## src/rtl/bexkat1_wb_arbiter.sv

```systemverilog
// Round-robin arbiter sharing one pipelined Wishbone slave between NM masters.
// Optional watchdog on hung acks: define BEXKAT1_ARB_TIMEOUT_EN.
module bexkat1_wb_arbiter #(
    parameter int unsigned NM     = 2,
    parameter int unsigned MAXOUT = 4
`ifdef BEXKAT1_ARB_TIMEOUT_EN
    ,
    parameter int unsigned TIMEOUT = 255
`endif
) (
    input  logic              clk_i,
    input  logic              rst_i,
    input  logic [NM-1:0]     m_cyc_i,
    input  logic [NM-1:0]     m_stb_i,
    input  logic [NM-1:0]     m_we_i,
    input  logic [4*NM-1:0]   m_sel_i,
    input  logic [32*NM-1:0]  m_adr_i,
    input  logic [32*NM-1:0]  m_dat_i,
    output logic [31:0]       m_dat_o,
    output logic [NM-1:0]     m_ack_o,
    output logic [NM-1:0]     m_stall_o,
    output logic              s_cyc_o,
    output logic              s_stb_o,
    output logic              s_we_o,
    output logic [3:0]        s_sel_o,
    output logic [31:0]       s_adr_o,
    output logic [31:0]       s_dat_o,
    input  logic [31:0]       s_dat_i,
    input  logic              s_ack_i,
    input  logic              s_stall_i,
    output logic [NM-1:0]     grant_o,
    output logic              timeout_o
);

    localparam int unsigned GW = (NM > 1) ? $clog2(NM) : 1;
    localparam int unsigned CW = 4;

    typedef enum logic {IDLE, BUSY} state_t;

    state_t        st_q, st_d;
    logic [GW-1:0] g_q, g_d;
    logic [GW-1:0] last_q, last_d;
    logic [CW-1:0] cnt_q, cnt_d;

    logic          busy;
    logic [GW-1:0] mi;
    logic          room;
    logic          accept;
    logic          ack_eff;
    logic          to_fire;
    logic [GW-1:0] pick;
    logic          any_req;

    // Reset forces the idle view of the bus even before the state register clears.
    assign busy    = (st_q == BUSY) && !rst_i;
    assign mi      = busy ? g_q : '0;
    assign room    = cnt_q < CW'(MAXOUT);
    assign s_cyc_o = busy & m_cyc_i[mi];
    assign s_stb_o = busy & m_stb_i[mi] & room;
    assign s_we_o  = m_we_i[mi];
    assign s_sel_o = m_sel_i[4*int'(mi) +: 4];
    assign s_adr_o = m_adr_i[32*int'(mi) +: 32];
    assign s_dat_o = m_dat_i[32*int'(mi) +: 32];
    assign accept  = s_stb_o & !s_stall_i;
    assign ack_eff = busy & s_ack_i & (cnt_q != '0);

    // Per-master routing of grant, ack and stall.
    always_comb begin
        grant_o   = '0;
        m_ack_o   = '0;
        m_stall_o = '1;
        m_dat_o   = to_fire ? 32'hFFFF_FFFF : s_dat_i;
        if (busy) begin
            grant_o[mi]   = 1'b1;
            m_ack_o[mi]   = s_ack_i | to_fire;
            m_stall_o[mi] = s_stall_i | !room;
        end
    end

    // First requester after the previous owner wins; offset NM (the previous owner) is last.
    always_comb begin
        int            sum;
        logic [GW-1:0] idx;
        pick    = last_q;
        any_req = 1'b0;
        sum     = 0;
        idx     = '0;
        for (int i = int'(NM); i >= 1; i--) begin
            sum = int'(last_q) + i;
            idx = GW'(sum % int'(NM));
            if (m_cyc_i[idx]) begin
                pick    = idx;
                any_req = 1'b1;
            end
        end
    end

    always_comb begin
        st_d   = st_q;
        g_d    = g_q;
        last_d = last_q;
        cnt_d  = cnt_q;
        case (st_q)
            IDLE: begin
                if (any_req) begin
                    st_d   = BUSY;
                    g_d    = pick;
                    last_d = pick;
                end
            end
            BUSY: begin
                if (!m_cyc_i[g_q]) begin
                    st_d  = IDLE;
                    cnt_d = '0;
                end else begin
                    cnt_d = cnt_q + CW'(accept) - CW'(ack_eff | to_fire);
                end
            end
            default: st_d = IDLE;
        endcase
    end

    always_ff @(posedge clk_i) begin
        if (rst_i) begin
            st_q   <= IDLE;
            g_q    <= '0;
            last_q <= GW'(NM - 1);
            cnt_q  <= '0;
        end else begin
            st_q   <= st_d;
            g_q    <= g_d;
            last_q <= last_d;
            cnt_q  <= cnt_d;
        end
    end

`ifdef BEXKAT1_ARB_TIMEOUT_EN
    localparam int unsigned WW = 8;

    logic [WW-1:0] wd_q, wd_d;

    // Counts silent cycles with requests outstanding; fires a synthetic error ack.
    always_comb begin
        wd_d    = '0;
        to_fire = 1'b0;
        if (busy && m_cyc_i[g_q] && (cnt_q != '0) && !s_ack_i && !accept) begin
            if (wd_q == WW'(TIMEOUT - 1)) begin
                to_fire = 1'b1;
            end else begin
                wd_d = wd_q + 1'b1;
            end
        end
    end

    always_ff @(posedge clk_i) begin
        if (rst_i) begin
            wd_q <= '0;
        end else begin
            wd_q <= wd_d;
        end
    end

    assign timeout_o = to_fire;
`else
    assign to_fire   = 1'b0;
    assign timeout_o = 1'b0;
`endif

endmodule

```

## config.mk

```make
export PLATFORM = sky130hd
export DESIGN_NAME = bexkat1_wb_arbiter
export DESIGN_NICKNAME = d
export VERILOG_FILES = /design/src/rtl/bexkat1_wb_arbiter.sv
export SDC_FILE = /design/constraint.sdc
export NUM_CORES = 1
export LEC_CHECK = 0
export ABC_AREA = 0
export CORE_AREA = 2 2 112 114
export DETAILED_ROUTE_END_ITERATION = 6
export DIE_AREA = 0 0 114 116
export SETUP_SLACK_MARGIN = 0.2
export SKIP_CTS_REPAIR_TIMING = 1
export SLEW_MARGIN = 10
export SYNTH_ARGS = -nofsm -noshare
export SYNTH_HDL_FRONTEND = slang
export SYNTH_SLANG_ARGS = --single-unit
```

## constraint.sdc

```tcl
create_clock -name clk_i -period 4.18 [get_ports clk_i]
set_input_delay 0.836 -clock clk_i [delete_from_list [all_inputs] [get_ports clk_i]]
set_output_delay 0.836 -clock clk_i [all_outputs]
set_load 0.01 [all_outputs]
```

== Yosys cells after proc, flatten, opt, wreduce, memory -nomap -nowiden ==
Cells that the tools add are included.

* Output and inout port bits: 110
* Flip-flop bits (word level): 7
* Bits of input ports: 178
* Word-level logic and storage cells: 61

* Bitwise gates (word level): 11
* Add/sub/neg operators: 4
* Mux-type cells: 26
* $lt $le $gt $ge: 6
* Shift-type cells: 3
* Reduce and logical (&&, ||, !) cells: 7

{| class="wikitable"
|+ Operators with widths
! operator !! count
|-
| $shiftx 64x7->32 || 2
|-
| $mux 1 || 20
|-
| $lt 1x2->1 const B || 4
|-
| $shiftx 8x4->4 || 1
|-
| $and 1x1->1 || 6
|-
| $mux 2 || 3
|-
| $add 4x1->4 || 1
|-
| $lt 4x3->1 const B || 1
|-
| $mux 4 || 1
|-
| $reduce_bool 4->1 || 1
|-
| $sub 4x1->4 || 1
|-
| $logic_not 1->1 || 3
|-
| $add 1x1->1 const B || 2
|-
| $and 2x2->2 || 1
|-
| $logic_and 1x1->1 || 2
|-
| $not 2->2 || 1
|-
| $or 2x2->2 || 1
|-
| $pmux 1 s2 || 1
|-
| $reduce_and 2->1 || 1
|-
| $demux 1 s1 || 1
|-
| $ge 1x1->1 const B || 1
|-
| $not 1->1 || 1
|-
| $or 1x1->1 || 1
|}

== Logic depth before layout (Yosys ltp) ==
* Depth after elaboration: 11
* Depth in mapped cells: 10

== Worst setup path after synthesis ==
No wires, ideal clock.

* Path kind: input -> output
* Start: input rst_i
* End: output s_adr_o[0]
* Path slack: 1666 ps
* Stages on the path: 4
* Arrival time: 1678 ps
* Cells stage by stage: and2b_1 nand2_4 buf_6 mux2_1

* Cells in the longest elaborated chain, start to end: 4

{| class="wikitable"
|+ Ends and longest elaborated chain
! element !! RTL line !! RTL
|-
| start, declared || 12 || <nowiki>input logic rst_i,</nowiki>
|-
| $logic_not 1->1 || 55 || <nowiki>assign busy = (st_q == BUSY) && !rst_i;</nowiki>
|-
| $logic_and 1x1->1 || 55 ||
|-
| $mux 1 || 56 || <nowiki>assign mi = busy ? g_q : '0;</nowiki>
|-
| $shiftx 64x7->32 || 62 || <nowiki>assign s_adr_o = m_adr_i[32*int'(mi) +: 32];</nowiki>
|-
| end, declared || 26 || <nowiki>output logic [31:0] s_adr_o,</nowiki>
|}

Every way passes these cells.

== Worst setup path after layout ==
* Start: input rst_i
* End: output s_sel_o[2]

* Cells in the longest elaborated chain, start to end: 4

{| class="wikitable"
|+ Ends and longest elaborated chain
! element !! RTL line !! RTL
|-
| $logic_not 1->1 || 55 ||
|-
| $logic_and 1x1->1 || 55 ||
|-
| $mux 1 || 56 ||
|-
| $shiftx 8x4->4 || 61 || <nowiki>assign s_sel_o = m_sel_i[4*int'(mi) +: 4];</nowiki>
|-
| end, declared || 25 || <nowiki>output logic [3:0] s_sel_o,</nowiki>
|}

Every way passes these cells.

==> summary.md <==
| Metric | Value |
|---|---|
| Post-synthesis cell count | `roughly 170` |
| Mean area per synthesized cell | `9.49 sq um` |
| HPWL after detailed placement | `approximately 6600 um` |
| Final Total Pwr | `between 0.0005 and 0.0006 W` |
| Final Critical Period | `around 3.8 ns` |
| Final Slew Violations | `0` |
| Final Hold Fails | `0` |
| Worst hold path class | `reg2reg` |
| Max Cap Viol | `0` |
| Critical-path maximum fanout | `40` |
| Maximum vdd drop | `roughly 0.16 mV` |
| Fmax | `about 260 MHz` |
| Antenna cells | `0` |
| Worst skew pair latency | `about 0.23 ns` |
| Startpoint Class | `input pin` |
| Routed WL | `between 7000 and 8000 um` |
| Ys Warns | `0` |
| H-tree Lvls | `1` |
| Crit share post-route | `between 90% and 100%` |
| CTS tree | `yes` |
| Num rows | `40` |
| Largest cells by area after synthesis | `mux2_1, buf_4, dfxtp_1` |
| Status | `finished clean` |
| Clk pin slew, worst setup/hold paths | `roughly 0.030 ns` |
| Die Ht | `around 120 um` |
| WS Path Type | `in2out` |
| Largest net degree at the start of global routing | `41` |
| Global route overflow | `0` |
| Synth-to-layout area growth | `137%` |
| Max Buffers Root-to-Sink | `2` |
| Clock sink count | `7` |
| DR pass1 iterations | `4` |
| DR iter-0 viols | `33` |
| Initial antenna violation count | `0` |
| Commonest non-fill, non-tap cell in the layout | `clkdlybuf4s50_1` |
| Synth Cell Area | `around 1600 sq um` |
| Synth unique cells | `28` |
| RSZ-0062 raised after global routing | `false` |
| Tot GR Track Use | `a little over a tenth` |
| Post-synthesis mux area share | `approximately half` |
| DR WL/cell | `around 15 um` |
| Number of global-route vias before repair | `between 2k and 2.5k` |
| Setup_tns | `0 ns` |
| Final instance area | `about 3800 sq um` |
| R2R Setup Slk | `slightly below 2 ns` |
| Lkg Pwr | `between 1 and 1.5 nW` |
| Register area share after synthesis | `around 8.7%` |
| Post-synth EDFFs | `0` |
| Core area | `around 12000 sq um` |
| Post-synth top area share | `~48%` |
| Number of buffers added on ports | `222` |
| Req. time, crit path | `3.34 ns` |
| Vias per cell | `around 3.9` |
| Syn_nets | `between 300 and 400` |
| Post-synthesis register bit count | `7` |
| Nets | `541` |
| Arr. time, crit path | `2.94 ns` |
| Ys flop type | `dfxtp_1` |
| Share of cells above drive strength 1 | `1.69%` |
| Adder-cell area share of the yosys netlist | `5.15%` |
| Area after DPL | `3720 sq um` |
| CP endpoint kind | `output port` |
| Total CTS buffers | `3` |
| Vias after detailed routing | `1976` |
| Synth area leader | `mux2_1` |
| First-pass GRT wire length | `11300 um` |
| Setup Viol. Count Final | `0` |
| Commonest non-fill, non-tap cells in the layout | `clkdlybuf4s50_1, mux2_1, inv_1` |
| Routed Antenna Nets | `0` |
| Boundary Pins | `approximately 290` |
| Simple-Gate Fraction of Synth Area | `under 10%` |
| Post-synthesis compound-gate area fraction | `under 10%` |
| RD Place Congestion | `about 0.8` |
| Final Skew | `approximately 0.0030 ns` |
| Die boundary width | `114 um` |
| Asr flop ratio synth | `0%` |
| Drt drc | `0` |
| Post-Synth XOR/XNOR Area | `less than 1%` |
| Largest family of logic cells by synthesized area | `multiplexers` |
| Pwr dens | `143 nW/um^2` |
| Initial Util | `approximately 13%` |
| Die area | `approximately 13000 sq um` |
| Root Driver | `clkbuf_16` |
==> Yosys cell counts, types with 2 or more instances <==
cell and number:
inv_1 8, nor2_1 7, nand2b_1 2, a22o_1 3
and2_1 2, ha_1 5, mux2_1 69, dfxtp_1 7
buf_4 33, buf_6 7, mux2i_1 2, a211o_1 2
nor3b_1 2, nand2_1 5, a21oi_1 2
==> layout make-up <==
class                      count  area (sq um)
fill                        1268          8110
inverter                       8          30.0
timing repair buffer         224          2260
clock buffer                   4          78.8
sequential                     7           140
tap                          147           184
multi-input combinational    113          1100
==> registers in the layout (all words and copies together), names as in the netlist <==
| name | count |
|---|---|
| cnt_q | 4 |
| st_q | 1 |
| last_q | 1 |
| g_q | 1 |
==> logic make-up after synthesis <==
kind of cell / Yosys count
multiplexers: 71
buffers and inverters: 49
AND/OR/NAND/NOR: 24
AO/OA/AOI/OAI: 10
flip-flops: 7
adder cells (fa/ha/maj): 6
other: 1
XOR/XNOR: 1
==> worst max-delay path: stages <==
cell and delay [ns]:
clkdlybuf4s50_1 0.58, and2b_1 0.26, nand2_4 0.11, buf_12 0.22, mux2_1 0.40, clkdlybuf4s50_1 0.50
==> per-layer routing <==
| layer | global-route usage [%] | wire length, um |
|---|---|---|
| met1 | 12.5 | 2940 |
| met2 | 19.6 | 3810 |
| met3 | 3.50 | 875 |
| met5 | 0 | 0 |
| met4 | 2.60 | 104 |
==> worst paths after layout <==
check	endpoint	depth (start not counted)	from
setup / recovery	s_sel_o[2]	6	rst_i
hold / removal	cnt_q[3]	1	cnt_q[3]
setup reg to reg	cnt_q[2]	10	cnt_q[2]
hold reg to reg	cnt_q[3]	1	cnt_q[3]
==> report_power, final <==
part,switching [W],total [W],internal [W]
Clock,0.0000387,0.000166,0.000127
Combinational,0.0000864,0.000305,0.000218
Sequential,0.00000377,0.0000734,0.0000697
Total,0.000129,0.000544,0.000415
==> through the flow <==
step / cells / util, % / setup slack, ns / hold slack, ns
global route: 503 / 31.9 / 0.322 / 0.509
floorplan: 169 / - / 1.67 / 0.435
detailed placement: 499 / 31.2 / 0.391 / 0.474
global placement: 499 / 31.2 / 0.401 / 0.456
finish: 503 / 31.9 / 0.405 / 0.478
CTS: 503 / 31.9 / 0.389 / 0.482
Power figures use the tool's default switching activity.
==> patch (config.mk and constraints unchanged) <==
Change the parameter `NM` from 2 to 1.
--- a/src/rtl/bexkat1_wb_arbiter.sv
+++ b/src/rtl/bexkat1_wb_arbiter.sv
@@ -1,7 +1,7 @@
 // Round-robin arbiter sharing one pipelined Wishbone slave between NM masters.
 // Optional watchdog on hung acks: define BEXKAT1_ARB_TIMEOUT_EN.
 module bexkat1_wb_arbiter #(
-    parameter int unsigned NM     = 2,
+    parameter int unsigned NM     = 1,
     parameter int unsigned MAXOUT = 4
 `ifdef BEXKAT1_ARB_TIMEOUT_EN
     ,
Interface: changed (9 resized); port bits go from 288 to 214. No check against the original RTL was run, so the function may have changed too.
==> patch against the original RTL <==
- maximum frequency is 17% higher
- clock power is 7% lower
- area after synthesis is 28% lower
- power is 60% lower
- hold slack worse by 0.0019 ns
- routed wire length is 77% lower
- sequential share of layout area is 9.8 points higher
- sequential cell count is 2 lower
- worst setup slack better by 0.55 ns
- global-route usage is 8.4 points lower
- cell count is 59% lower
- synthesized cell count is 14% lower
- design area is 80% lower
- sequential power is 32% lower
- highest routed layer unchanged
==> patch: results (changes against the original RTL) <==
largest registers cnt_q (4), st_q (1); asr flop ratio synth 0% (unchanged); adder-cell area share of the yosys netlist 7.158% (+2.0 points); Setup Skew 0.002096 ns (-0.0008576 ns); xor/xnor share of the synthesized area 0.7592% (+0.21 points); vias in the first global route 481 (-77%); Compound-Gate Fraction of Synth Area 4.121% (-0.79 points); gr usage total 2.500% (-8.4 points); Via density 2.260 (-42%); Final GP Congestion 0.7432 (-7.5%); pre-CTS WS 0.9174 ns (+0.5265 ns); layout cells sized above 1 10.53% (+8.8 points); Gate Count Post-Synth 146 (-14%); first-pass GRT wire length 2428 um (-78%); Tcrit/Tclk final 77.04% (-13 points); top cells by area, synth buf_4 67%, dfxtp_1 8.7%, ha_1 5.4%; Leakage 0.2216 nW (-85%); Ant. Diodes 0 (unchanged); hold_ws 0.4757 ns (-0.001934 ns); crit path max fanout 7 (-83%); Yosys cell types 22 (-21%); R2R Path Start st_q$_SDFF_PP0_; Switching Fraction 16.04% (-7.7 points); VDD IR max 0.09023 mV (-44%); DP Wirelength 1430 um (-78%); Final setup viols 0 (unchanged); buffer depth of the longest clock path 2 (unchanged); hold depth 2 (+1); nets@finish 171 (-68%); most common flop cell mapped by yosys dfxtp_1; DP Area 664.4 um^2 (-82%); most frequent cells after synthesis 103 x buf_4, 5 x dfxtp_1, 5 x ha_1, 5 x inv_1; fillers 1388 (+9.5%); Hold EP cnt_q[2]$_SDFFE_PP0P_; syn_nets 259 (-27%); first drt pass iteration count 4 (unchanged); CP Capture Point s_stb_o; Clock power frac 70.1% (+40 points); violation count after the first detailed-routing iteration 16 (-52%); worst path arrival time 2.38 ns (-0.56 ns); r2r worst-path depth 10 (unchanged); Seq pwr share 22.7% (+9.2 points); H-tree depth 1 (unchanged); DR vias 461 (-77%); mux share of post-synthesis cell area 0% (-50 points); R2R setup slack 1.85 ns (-0.08 ns); Seq. pwr 0.0000497 W (-32%); Reg2Reg Capture Point cnt_q[2]$_SDFFE_PP0P_; Port Buf Inserts 10 (-95%); status completed; pin count of the biggest net entering global routing 11 (-73%); Hold WC Path Type reg -> reg; Total Routed Length 1779 um (-77%); CTS Buf Count 3 (unchanged); sequential fraction of the synthesis area 8.677% (-0.060 points); min-delay src cnt_q[2]$_SDFFE_PP0P_
[patch: changes by cell type in the layout (fill, tap and decap cells not counted), moves of 3 or more]
cell	change
a22o_1	-3
clkdlybuf4s50_1	-212
inv_1	-3
mux2_1	-69
nand2_1	-5
nand3_1	+3
nor2_1	-6
[patch: cell type report]
type / count / area [um^2] / area share, %
multi-input cells: 33 / 261.5 / 35.19
clock buffers: 4 / 78.83 / 10.61
well taps: 147 / 183.9 / 24.75
inverters: 5 / 18.77 / 2.525
flip-flops and latches: 5 / 100.1 / 13.47
repair buffers: 10 / 100.1 / 13.47
[patch: critical path, cell delays in order]
cell and delay, ns:
clkdlybuf4s50_1 0.56, nor2b_4 0.21, and3_1 0.21, clkdlybuf4s50_1 0.56
[patch: layer usage]
metal | up-vias | wire length, um | global-route usage (%)
li1 | 175 | - | -
met1 | 224 | 543 | 1.850
met2 | 30 | 706 | 3.333
met3 | 32 | 328 | 2.249
met4 | 0 | 200 | 3.415
met5 | - | 0 | 0
